<file path="src/rtl/sprite_pkg.sv">
// Shared constants and state type for the sprite blitter.
package sprite_pkg;

    localparam int SPR_W_DEFAULT = 96;
    localparam int SPR_H_DEFAULT = 96;
    localparam int FB_W_DEFAULT  = 640;
    localparam int FB_H_DEFAULT  = 480;
    localparam int SPR_PIXELS    = SPR_W_DEFAULT * SPR_H_DEFAULT;
    localparam int ROM_AW        = 14;
    localparam int FB_AW         = 19;

    typedef enum logic [1:0] {
        ST_IDLE  = 2'd0,
        ST_RUN   = 2'd1,
        ST_DRAIN = 2'd2,
        ST_DONE  = 2'd3
    } blit_state_t;

endpackage

</file>
<file path="src/rtl/blit_skid.sv">
// Output register plus one-entry skid register with valid/ready handshake.
// The skid entry always refills the output register before new input does.
module blit_skid #(
    parameter int W = 27
) (
    input  logic         Clk,
    input  logic         Reset_n,
    input  logic         in_valid,
    input  logic [W-1:0] in_payload,
    input  logic         out_ready,
    output logic         out_valid,
    output logic [W-1:0] out_payload,
    output logic         skid_valid
);

    logic         out_valid_q, out_valid_d;
    logic [W-1:0] out_pl_q, out_pl_d;
    logic         skid_valid_q, skid_valid_d;
    logic [W-1:0] skid_pl_q, skid_pl_d;

    always_comb begin
        out_valid_d  = out_valid_q;
        out_pl_d     = out_pl_q;
        skid_valid_d = skid_valid_q;
        skid_pl_d    = skid_pl_q;
        if (!out_valid_q || out_ready) begin
            if (skid_valid_q) begin
                out_valid_d  = 1'b1;
                out_pl_d     = skid_pl_q;
                skid_valid_d = in_valid;
                if (in_valid) skid_pl_d = in_payload;
            end else begin
                out_valid_d = in_valid;
                if (in_valid) out_pl_d = in_payload;
            end
        end else if (in_valid) begin
            // Output is stalled: park the returning pixel.
            skid_valid_d = 1'b1;
            skid_pl_d    = in_payload;
        end
    end

    always_ff @(posedge Clk or negedge Reset_n) begin
        if (!Reset_n) begin
            out_valid_q  <= 1'b0;
            out_pl_q     <= '0;
            skid_valid_q <= 1'b0;
            skid_pl_q    <= '0;
        end else begin
            out_valid_q  <= out_valid_d;
            out_pl_q     <= out_pl_d;
            skid_valid_q <= skid_valid_d;
            skid_pl_q    <= skid_pl_d;
        end
    end

    assign out_valid   = out_valid_q;
    assign out_payload = out_pl_q;
    assign skid_valid  = skid_valid_q;

endmodule

</file>
<file path="src/rtl/sprite_blitter.sv">
// Sprite-fetch engine: walks sprite ROM, clips/keys pixels, feeds the frame buffer.
// Optional horizontal mirroring is enabled with SPRITE_BLITTER_HFLIP_EN.
module sprite_blitter
    import sprite_pkg::*;
#(
    parameter int         SPR_W       = SPR_W_DEFAULT,
    parameter int         SPR_H       = SPR_H_DEFAULT,
    parameter int         FB_W        = FB_W_DEFAULT,
    parameter int         FB_H        = FB_H_DEFAULT,
    parameter logic [7:0] TRANSPARENT = 8'h00
) (
    input  logic              Clk,
    input  logic              Reset_n,
    input  logic              start,
    input  logic [9:0]        pos_x,
    input  logic [9:0]        pos_y,
`ifdef SPRITE_BLITTER_HFLIP_EN
    input  logic              hflip,
`endif
    output logic              busy,
    output logic              done,
    output logic [ROM_AW-1:0] rom_addr,
    input  logic [7:0]        rom_data,
    output logic              fb_we,
    output logic [FB_AW-1:0]  fb_addr,
    output logic [7:0]        fb_data,
    input  logic              fb_ready
);

    localparam int CW = $clog2(SPR_W);
    localparam int RW = $clog2(SPR_H);

    blit_state_t       state_q, state_d;
    logic [CW-1:0]     col_q, col_d;
    logic [RW-1:0]     row_q, row_d;
    logic [9:0]        pos_x_q, pos_x_d, pos_y_q, pos_y_d;
    logic              hflip_q, hflip_d, hflip_in;
    logic [ROM_AW-1:0] last_addr_q, last_addr_d;
    logic              inflight_q, inflight_d;
    logic [10:0]       sx_q, sx_d, sy_q, sy_d;

    logic [CW-1:0]     col_eff;
    logic [ROM_AW-1:0] cur_addr;
    logic [10:0]       cur_x, cur_y;
    logic [1:0]        occ;
    logic              hs, issue, keep, last_col, last_row;
    logic              out_valid, skid_valid;
    logic [FB_AW-1:0]  ret_addr;

`ifdef SPRITE_BLITTER_HFLIP_EN
    assign hflip_in = hflip;
`else
    assign hflip_in = 1'b0;
`endif

    assign col_eff  = hflip_q ? (CW'(SPR_W - 1) - col_q) : col_q;
    assign cur_addr = ROM_AW'(row_q) * ROM_AW'(SPR_W) + ROM_AW'(col_eff);
    assign cur_x    = 11'(pos_x_q) + 11'(col_q);
    assign cur_y    = 11'(pos_y_q) + 11'(row_q);
    assign last_col = (col_q == CW'(SPR_W - 1));
    assign last_row = (row_q == RW'(SPR_H - 1));

    // Never let more than two pixels be outstanding once this cycle's handshake retires.
    assign hs    = fb_we & fb_ready;
    assign occ   = 2'(inflight_q) + 2'(out_valid) + 2'(skid_valid);
    assign issue = (state_q == ST_RUN) && ((occ - 2'(hs)) < 2'd2);

    assign rom_addr = issue ? cur_addr : last_addr_q;

    assign keep     = inflight_q && (rom_data != TRANSPARENT)
                      && (sx_q < 11'(FB_W)) && (sy_q < 11'(FB_H));
    assign ret_addr = FB_AW'(sy_q) * FB_AW'(FB_W) + FB_AW'(sx_q);

    always_comb begin
        state_d     = state_q;
        col_d       = col_q;
        row_d       = row_q;
        pos_x_d     = pos_x_q;
        pos_y_d     = pos_y_q;
        hflip_d     = hflip_q;
        last_addr_d = rom_addr;
        inflight_d  = issue;
        sx_d        = issue ? cur_x : sx_q;
        sy_d        = issue ? cur_y : sy_q;
        case (state_q)
            ST_IDLE: begin
                if (start) begin
                    state_d = ST_RUN;
                    pos_x_d = pos_x;
                    pos_y_d = pos_y;
                    hflip_d = hflip_in;
                    col_d   = '0;
                    row_d   = '0;
                end
            end
            ST_RUN: begin
                if (issue) begin
                    if (last_col) begin
                        col_d = '0;
                        row_d = row_q + RW'(1);
                    end else begin
                        col_d = col_q + CW'(1);
                    end
                    if (last_col && last_row) begin
                        row_d   = '0;
                        state_d = ST_DRAIN;
                    end
                end
            end
            ST_DRAIN: begin
                if (!inflight_q && !out_valid && !skid_valid) state_d = ST_DONE;
            end
            ST_DONE: state_d = ST_IDLE;
            default: state_d = ST_IDLE;
        endcase
    end

    always_ff @(posedge Clk or negedge Reset_n) begin
        if (!Reset_n) begin
            state_q     <= ST_IDLE;
            col_q       <= '0;
            row_q       <= '0;
            pos_x_q     <= '0;
            pos_y_q     <= '0;
            hflip_q     <= 1'b0;
            last_addr_q <= '0;
            inflight_q  <= 1'b0;
            sx_q        <= '0;
            sy_q        <= '0;
        end else begin
            state_q     <= state_d;
            col_q       <= col_d;
            row_q       <= row_d;
            pos_x_q     <= pos_x_d;
            pos_y_q     <= pos_y_d;
            hflip_q     <= hflip_d;
            last_addr_q <= last_addr_d;
            inflight_q  <= inflight_d;
            sx_q        <= sx_d;
            sy_q        <= sy_d;
        end
    end

    blit_skid #(.W(FB_AW + 8)) u_skid (
        .Clk         (Clk),
        .Reset_n     (Reset_n),
        .in_valid    (keep),
        .in_payload  ({ret_addr, rom_data}),
        .out_ready   (fb_ready),
        .out_valid   (out_valid),
        .out_payload ({fb_addr, fb_data}),
        .skid_valid  (skid_valid)
    );

    assign fb_we = out_valid;
    assign busy  = (state_q != ST_IDLE);
    assign done  = (state_q == ST_DONE);

endmodule

</file>
<file path="config.mk">
export PLATFORM = sky130hd
export DESIGN_NAME = sprite_blitter
export DESIGN_NICKNAME = d
export VERILOG_FILES = /design/src/rtl/sprite_pkg.sv /design/src/rtl/blit_skid.sv /design/src/rtl/sprite_blitter.sv
export SDC_FILE = /design/constraint.sdc
export NUM_CORES = 1
export LEC_CHECK = 0
export ABC_CLOCK_PERIOD_IN_PS = 3800
export CAP_MARGIN = 20
export CORE_MARGIN = 1
export CORE_UTILIZATION = 32
export CTS_CLUSTER_SIZE = 16
export DETAILED_ROUTE_END_ITERATION = 10
export DONT_BUFFER_PORTS = 1
export GPL_TIMING_DRIVEN = 0
export PLACE_DENSITY = 0.45
export SETUP_SLACK_MARGIN = 0.02
export SYNTH_ARGS = -nofsm -noshare
export SYNTH_HDL_FRONTEND = slang
export SYNTH_SLANG_ARGS = --single-unit
export TNS_END_PERCENT = 20
</file>
<file path="constraint.sdc">
create_clock -name Clk -period 3.8 [get_ports Clk]
set_input_delay 0.57 -clock Clk [delete_from_list [all_inputs] [get_ports Clk]]
set_output_delay 0.57 -clock Clk [all_outputs]
set_load 0.1 [all_outputs]
</file>
==> flow_summary.rst, run 1 <==
.. list-table::
   :header-rows: 1

   * - Metric
     - Value
   * - Starting Density
     - 0.3281
   * - Post-detailed-placement cell area
     - ~7600 sq um
   * - Storage cell area
     - about 3200 sq um
   * - Post-DP HPWL
     - approximately 12,000 um
   * - Capturing element type of the critical path
     - primary output
   * - Number of antenna violations at the first check in global routing
     - 0
   * - Vias in the first global route
     - 5,224
   * - Path type of the worst min-delay path
     - input pin to asynchronous set/reset pin
   * - Num Clock Sinks
     - 129
   * - Fill count
     - 2,167
   * - Post-layout min period
     - roughly 3800 ps
   * - Slew at the pin closest to its max-slew limit
     - 1098 ps
   * - Final standard cell utilization of the core
     - 0.3864
   * - Final weighted congestion in routability-driven placement
     - a little over 0.8
   * - Die X
     - approximately 150 um
   * - Final hold violations
     - 0
   * - Post-synth top flop
     - sky130_fd_sc_hd__dfrtp_1
   * - Number of nets at the end of the flow
     - 851
   * - Overall die area
     - roughly 23,000 sq um
   * - Vert. Die Dim
     - approximately 150 um
   * - Power per standard cell area
     - 976.3 nW/um^2
   * - Proportion of register bits with asynchronous set or reset after synthesis
     - 1.000
   * - Area grow syn2layout
     - 17.78%
   * - Most repeated cell in the gate-level netlist after synthesis
     - sky130_fd_sc_hd__nand2_1
   * - Maximum fanout encountered on the critical timing path
     - 6
   * - Pin count of the biggest net entering global routing
     - 130
   * - Synthesized area per cell
     - about 10 sq um
   * - Leading cell types by count after synthesis
     - sky130_fd_sc_hd__nand2_1 (155), sky130_fd_sc_hd__dfrtp_1 (129), sky130_fd_sc_hd__o21ai_0 (58)
   * - Clock insertion delay at the later pin of the skew report
     - between 400 and 500 ps
   * - Number of vias in the routed layout
     - roughly 5,000
   * - Syn Std Cell Area
     - a little over 7000 sq um
   * - DR WL/cell
     - around 15 um
   * - Number of endpoints failing setup at the final stage
     - 1
   * - Sequential cell area fraction in the yosys report
     - 0.4481
   * - Antenna diode count
     - 0
   * - Type of element launching the critical path
     - flop
   * - Net Count, Synth
     - 828
   * - Number of remaining DRC errors
     - 6
   * - Clock-pin transition on the worst setup and hold timing paths
     - around 60 ps
   * - GRT Total Usage
     - 0.1484
   * - Number of warning messages in the yosys log
     - 0
   * - Number of synthesized flops with an enable pin
     - 0
   * - Leftover overflow at the end of global routing
     - 0
   * - WP data arrival
     - between 3000 and 4000 ps
   * - Area used by multi-input combinational logic
     - between 3000 and 4000 sq um
   * - Critical path, cell by cell
     - and2_4 > ha_4 > inv_2 > ha_4 > a21oi_4 > xnor2_2 > nand2b_4 > clkbuf_16 > o31ai_4
   * - Biggest cell delay along the critical path
     - 860 ps
   * - R2R Setup Slk
     - 740 ps
   * - #FFs+latches synth
     - approximately 130
   * - Max-cap violations
     - 0
   * - Worst-case setup slack after placement
     - -547.3 ps
   * - Relative max-transition margin
     - 0.2677
   * - Clk buf depth
     - 2
   * - Number of DRC markers after the initial detailed-route iteration
     - between 150 and 200
   * - DRT Wirelength
     - around 16,000 um
   * - Area share of the largest cell type after synthesis
     - 0.4481
   * - Final cell area excluding filler cells
     - 8486 sq um
   * - Portion of the clock cycle consumed by the worst path in the final layout
     - 1.010
   * - F_max
     - between 200 and 300 MHz
   * - Violated checks
     - design-rule violations, negative setup slack
   * - Largest cells by area after synthesis
     - sky130_fd_sc_hd__dfrtp_1 (45%), sky130_fd_sc_hd__ha_1 (9.4%), sky130_fd_sc_hd__nand2_1 (8.1%), sky130_fd_sc_hd__o21ai_0 (4.0%), sky130_fd_sc_hd__mux2_2 (3.9%)
   * - Post-synth cell types
     - 54
   * - Wire length of the first global-routing pass
     - between 20,000 and 30,000 um
   * - Cell repeated most along the worst path
     - sky130_fd_sc_hd__ha_4
   * - Maximum level of the CTS H-tree
     - 4
   * - Static Leak
     - ~3.9 nW
   * - Worst VDD drop
     - 566.5 uV
   * - Remaining antenna violation count after routing
     - 0
   * - Unrepaired setup endpoints after global routing
     - yes
   * - Gate count of the mapped netlist
     - about 740
   * - Run status
     - complete, but fails checks
   * - Worst Hold Margin
     - around 110 ps
   * - Cell type contributing the most total cell area after synthesis
     - sky130_fd_sc_hd__dfrtp_1
   * - Rows
     - 54
   * - Layout cell share with drive strength beyond 1
     - 0.1466
   * - Floorplan Core Area
     - 21,960 sq um
   * - First-pass DRT Iterations
     - 7
   * - Num CTS Buffers
     - 17
   * - Setup slack of the critical path after layout
     - -39.63 ps
   * - CTS tree
     - built
   * - Number of buffer cells added on primary ports
     - 0
   * - Start-to-end type of the worst setup path
     - flop to primary output
   * - Clock Skew
     - between 10 and 15 ps
   * - Via-to-Cell Ratio
     - 4.895
   * - Critical path data required time
     - around 3200 ps
   * - Cell at the root of the clock tree
     - sky130_fd_sc_hd__clkbuf_16
   * - Max-slew violation total from the final report
     - 0
   * - Standard cell with the maximum stage delay on the critical path
     - sky130_fd_sc_hd__o31ai_4
   * - Count of pins on the block boundary
     - 76
==> power breakdown <==
| group | internal (W) | total (W) | switching, W | leakage, nW |
|---|---|---|---|---|
| Sequential | 0.00188 | 0.00329 | 0.00141 | 1.66 |
| Clock | 0.00107 | 0.00171 | 0.000636 | 0.290 |
| Combinational | 0.00125 | 0.00329 | 0.00205 | 1.92 |
| Total | 0.00419 | 0.00828 | 0.00409 | 3.87 |
==> repair_timing <==
action                                  CTS  global route
hold buffers                              1             0
setup buffers                             4             1
endpoints found under the setup margin   28            14
pin swaps                                 7            10
endpoints found under the hold margin   129             0
gates resized for setup                  43             8
==> placed cells by master (no fill, tap or decap), drive strengths merged, types with 5 or more instances in the layout <==
| master | count |
|---|---|
| xnor2 | 19 |
| nand3 | 13 |
| nand2 | 155 |
| inv | 29 |
| fa | 6 |
| nor2 | 32 |
| o21ai | 86 |
| nor2b | 5 |
| mux2 | 25 |
| o31ai | 5 |
| and3 | 7 |
| dfrtp | 129 |
| nor3 | 5 |
| clkbuf | 30 |
| nor3b | 5 |
| xor2 | 25 |
| a21o | 10 |
| mux2i | 18 |
| nand4 | 7 |
| ha | 54 |
| a21oi | 26 |
| buf | 19 |
| a211oi | 5 |
| nand2b | 14 |
==> final cells by class <==
type,count,share of cell area
well taps,280,0.04129
clock inverters,11,0.01799
plain buffers,23,0.02035
multi-input cells,556,0.4662
inverters,26,0.01150
clock buffers,20,0.05382
flip-flops and latches,129,0.3812
repair buffers,6,0.007667
==> flip-flops by register name, summed over array words and instances (netlist names) <==
| register | cells |
|---|---|
| row_q | 7 |
| pos_y_q | 10 |
| u_skid.out_payload | 27 |
| state_q | 2 |
| inflight_q | 1 |
| u_skid.out_valid | 1 |
| u_skid.skid_valid | 1 |
| u_skid.skid_pl_q | 27 |
| last_addr_q | 14 |
| col_q | 7 |
| sx_q | 11 |
| pos_x_q | 10 |
| sy_q | 11 |
==> path summary, 6_finish.rpt <==
path | from | cells past startpoint | to
worst max register to register | u_skid.out_valid | 9 | last_addr_q[8]
max in group asynchronous | Reset_n | 1 | row_q[1]
min in group Clk | rom_data[4] | 2 | u_skid.skid_pl_q[4]
worst min-delay path | Reset_n | 1 | u_skid.out_payload[1]
worst max-delay path | u_skid.out_valid | 9 | rom_addr[8]
worst min register to register | u_skid.skid_pl_q[10] | 2 | u_skid.skid_pl_q[10]
==> routing by layer <==
layer	vias to the layer above	GRT usage	routed length, um
met5	-	0	0
met4	0	0.04519	169
met3	15	0.03565	506
met2	83	0.2432	7639
met1	2452	0.1936	7881
li1	2595	-	-
==> worst max-delay path, delay by kind of cell (launching register included) <==
| kind | cells | cell delay, ps |
|---|---|---|
| AO/OA/AOI/OAI | 2 | 920 |
| XOR/XNOR | 1 | 160 |
| adder cells (fa/ha/maj) | 2 | 520 |
| buffers and inverters | 2 | 190 |
| flip-flops | 1 | 650 |
| AND/OR/NAND/NOR | 2 | 410 |
==> cell families (layout without fill, tap and decap cells) <==
| group | Yosys count | count (layout) | synth area share |
|---|---|---|---|
| buffers and inverters | 51 | 86 | 0.03300 |
| flip-flops | 129 | 129 | 0.4481 |
| AND/OR/NAND/NOR | 256 | 256 | 0.1600 |
| XOR/XNOR | 44 | 44 | 0.05349 |
| adder cells (fa/ha/maj) | 60 | 60 | 0.1105 |
| AO/OA/AOI/OAI | 153 | 153 | 0.1310 |
| multiplexers | 43 | 43 | 0.06408 |
==> per-stage QoR <==
step,TNS [ps],std cells,total power (W)
after floorplan,0,736,0.005675
after global placement,-6477,1016,0.006401
after detailed placement,-7386,1016,0.006451
after CTS,-147.8,1050,0.008379
after global routing,-242.4,1051,0.008883
final,-39.63,1051,0.008285
No activity file was read; power rests on OpenSTA's default activity.
==> inputs of run 2 (changes only) <==
ABC_AREA = 0   (was default)
==> results of run 2 <==
Final layout, timing and power as in run 1 (identical DEF).
==> inputs of run 3 (changes only) <==
SETUP_SLACK_MARGIN = 0.3   (was 0.02)
==> run 3 against run 2 <==
Effect of this change:
- critical path depth increased by 1
- utilization increased by 0.051 points
- clock-buffer cell count increased by 1
- register-to-register slack got worse by 110 ps
- sequential power about the same
- the run ends with design-rule violations, negative hold slack, negative setup slack left
- critical path type unchanged
- die area unchanged
- final area increased by 0.13%
==> flow_summary.rst, run 3 (synthesis gave the netlist of run 1 again) <==
.. list-table::
   :header-rows: 1

   * - Metric
     - Value
   * - Run status
     - complete, but fails checks (unchanged)
   * - Violated checks
     - design-rule violations, negative hold slack, negative setup slack (was design-rule violations, negative setup slack)
   * - DR WL/cell
     - 15.58 um (was 15.41 um)
   * - Max-slew violation total from the final report
     - 0 (unchanged)
   * - Cell at the root of the clock tree
     - sky130_fd_sc_hd__clkbuf_16 (unchanged)
   * - Standard cell with the maximum stage delay on the critical path
     - sky130_fd_sc_hd__o31ai_4 (unchanged)
   * - Number of remaining DRC errors
     - 4 (was 6)
   * - Clock Skew
     - 10.22 ps (was 11.72 ps)
   * - Post-layout min period
     - 3938 ps (was 3840 ps)
   * - Fill count
     - 2,159 (was 2,167)
   * - WP data arrival
     - 3370 ps (was 3270 ps)
   * - Biggest cell delay along the critical path
     - 870 ps (was 860 ps)
   * - Setup slack of the critical path after layout
     - -138.1 ps (was -39.63 ps)
   * - Final hold violations
     - 129 (was 0)
   * - DRT Wirelength
     - 16,370 um (was 16,200 um)
   * - Number of endpoints failing setup at the final stage
     - 3 (was 1)
   * - Portion of the clock cycle consumed by the worst path in the final layout
     - 1.036 (was 1.010)
   * - Gate power share
     - 0.403 (was 0.397)
   * - Power per standard cell area
     - 971.3 nW/um^2 (was 976.3 nW/um^2)
   * - Floorplan Core Area
     - 21,960 sq um (unchanged)
   * - Count of pins on the block boundary
     - 76 (unchanged)
   * - Max-cap violations
     - 0 (unchanged)
   * - Num Clock Sinks
     - 129 (unchanged)
   * - Setup TNS Final
     - -209.8 ps (was -39.63 ps)
   * - Worst path bufs/invs
     - 3 (was 2)
   * - Die X
     - 152.0 um (unchanged)
   * - Most frequent standard cell in the layout excluding fill and tap cells
     - sky130_fd_sc_hd__nand2_1 (unchanged)
   * - Starting Density
     - 0.3281 (unchanged)
   * - Overall die area
     - 23,120 sq um (unchanged)
   * - Net switching power
     - 0.004102 W (was 0.004091 W)
   * - Leftover overflow at the end of global routing
     - 0 (unchanged)
   * - Vert. Die Dim
     - 152.0 um (unchanged)
   * - Layout cell share with drive strength beyond 1
     - 0.1440 (was 0.1466)
   * - Worst VDD drop
     - 532.9 uV (was 566.5 uV)
   * - Number of DRC markers after the initial detailed-route iteration
     - 189 (was 154)
   * - Unrepaired setup endpoints after global routing
     - yes (unchanged)
   * - Critical path data required time
     - 3230 ps (about the same)
   * - Worst-case setup slack after placement
     - -526.3 ps (was -547.3 ps)
   * - Static Leak
     - 3.870 nW (was 3.871 nW)
   * - Number of vias in the routed layout
     - 5,110 (was 5,145)
   * - Final weighted congestion in routability-driven placement
     - 0.8141 (was 0.8148)
   * - Slew at the pin closest to its max-slew limit
     - 1103 ps (was 1098 ps)
   * - First-pass DRT Iterations
     - 7 (unchanged)
   * - Internal portion of total power
     - 0.004152 W (was 0.004194 W)
   * - Maximum fanout encountered on the critical timing path
     - 7 (was 6)
   * - CTS tree
     - built (unchanged)
   * - Clock insertion delay at the later pin of the skew report
     - 410 ps (was 420 ps)
   * - Worst Hold Margin
     - -149.3 ps (was 106.4 ps)
   * - Rows
     - 54 (unchanged)
   * - Cell repeated most along the worst path
     - sky130_fd_sc_hd__ha_4 (unchanged)
   * - Relative max-transition margin
     - 0.2646 (was 0.2677)
   * - Reg2Reg Launch Point
     - u_skid.out_valid (unchanged)
   * - Category of cells accounting for the largest share of critical-path delay
     - compound AO/OA/AOI/OAI gates (unchanged)
   * - Start-to-end type of the worst setup path
     - flop to primary output (unchanged)
   * - Clock-pin transition on the worst setup and hold timing paths
     - 60 ps (about the same)
   * - Vias in the first global route
     - 5,256 (was 5,224)
   * - Leading cell types in the layout, fill and taps excluded
     - sky130_fd_sc_hd__nand2_1 (149), sky130_fd_sc_hd__dfrtp_1 (128), sky130_fd_sc_hd__o21ai_0 (51), sky130_fd_sc_hd__ha_1 (51), sky130_fd_sc_hd__nor2_1 (31) (was sky130_fd_sc_hd__nand2_1 (149), sky130_fd_sc_hd__dfrtp_1 (126), sky130_fd_sc_hd__o21ai_0 (51), sky130_fd_sc_hd__ha_1 (51), sky130_fd_sc_hd__nor2_1 (31))
   * - Critical path origin
     - u_skid.out_valid (unchanged)
   * - GRT Total Usage
     - 0.1497 (was 0.1484)
   * - Wire length of the first global-routing pass
     - 27,510 um (was 27,100 um)
   * - Pin count of the biggest net entering global routing
     - 130 (unchanged)
   * - Path type of the worst min-delay path
     - input pin to asynchronous set/reset pin (unchanged)
   * - Num CTS Buffers
     - 17 (unchanged)
   * - Sequential power share
     - 0.397 (about the same)
   * - Number of antenna violations at the first check in global routing
     - 0 (unchanged)
   * - F_max
     - 253.9 MHz (was 260.4 MHz)
   * - Post-DP HPWL
     - 12,200 um (was 12,130 um)
   * - Area grow syn2layout
     - 17.94% (was 17.78%)
   * - Critical path, cell by cell
     - and2_4 > ha_4 > inv_2 > ha_4 > a21oi_4 > xnor2_2 > nand2b_4 > buf_8 > clkbuf_16 > o31ai_4 (was and2_4 > ha_4 > inv_2 > ha_4 > a21oi_4 > xnor2_2 > nand2b_4 > clkbuf_16 > o31ai_4)
   * - Remaining antenna violation count after routing
     - 0 (unchanged)
   * - Antenna diode count
     - 0 (unchanged)
   * - Number of nets at the end of the flow
     - 850 (was 851)
   * - Capturing element type of the critical path
     - primary output (unchanged)
   * - Switching part of the total power
     - 0.4970 (was 0.4938)
   * - Maximum level of the CTS H-tree
     - 4 (unchanged)
   * - Clock network fraction of total power
     - 0.199 (was 0.206)
   * - Number of buffer cells added on primary ports
     - 0 (unchanged)
   * - Via-to-Cell Ratio
     - 4.862 (was 4.895)
   * - Clk buf depth
     - 2 (unchanged)
   * - Type of element launching the critical path
     - flop (unchanged)
==> run 3: changes by cell type in the layout (fill, tap and decap cells not counted), sizes merged <==
| cell | previous run | this run |
|---|---|---|
| buf | 19 | 16 |
| bufinv | 3 | 2 |
| clkbuf | 30 | 33 |
| clkinv | 2 | 4 |
| clkinvlp | 3 | 2 |
==> run 3: cell type report <==
class	count	area, sq um	share of cell area
buffer	25	191.4	0.02253
clock buffer	21	460.4	0.05419
timing repair buffer	3	22.52	0.002651
tap	280	350.3	0.04123
sequential	129	3232	0.3804
clock inverter	11	128.9	0.01517
inverter	26	97.59	0.01149
multi-input combinational	556	4014	0.4724
==> run 3: routing by layer <==
layer / routed length [um] / GRT usage / vias to the layer above / part of all wire
met5: 0 / 0 / - / 0
met4: 189 / 0.04665 / 0 / 0.012
met3: 548 / 0.03793 / 10 / 0.033
met2: 7694 / 0.2449 / 71 / 0.47
met1: 7938 / 0.1941 / 2449 / 0.48
li1: - / - / 2580 / -
==> run 3: final timing paths <==
path	endpoint	slack [ps]	cells after the start
max	rom_addr[8]	-140	10
min	u_skid.out_payload[1]	-150	0
max reg2reg	last_addr_q[8]	630	10
min reg2reg	u_skid.skid_pl_q[8]	470	2
max in group asynchronous	row_q[5]	3790	0
min in group Clk	u_skid.skid_pl_q[3]	260	2
==> run 3: power by group through the flow <==
stage	Combinational (W)	Sequential, W	Clock [W]
after floorplan	0.00253	0.00315	0
after global placement	0.00311	0.00330	0
after detailed placement	0.00315	0.00331	0
after CTS	0.00337	0.00329	0.00169
after global routing	0.00375	0.00336	0.00175
final	0.00333	0.00328	0.00165
==> run 3: what timing repair did <==
item,CTS,global route
setup endpoints to repair,28,14
gates resized for setup,51,5
hold endpoints to repair,129,129
pin swaps,17,10
setup buffers,3,0
==> run 3: stage by stage <==
step           instances  power [W]  cell area (sq um)  hold slack [ps]    util
2_1_floorplan        736   0.005677               7248            274.4       -
3_3_place_gp        1016   0.006404               7599            277.5  0.3460
3_5_place_dp        1016   0.006463               7599            277.6  0.3460
4_1_cts             1051   0.008355               8476           -169.4  0.3860
5_1_grt             1051   0.008869               8497           -181.0  0.3870
6_report            1051   0.008253               8497           -149.3  0.3870
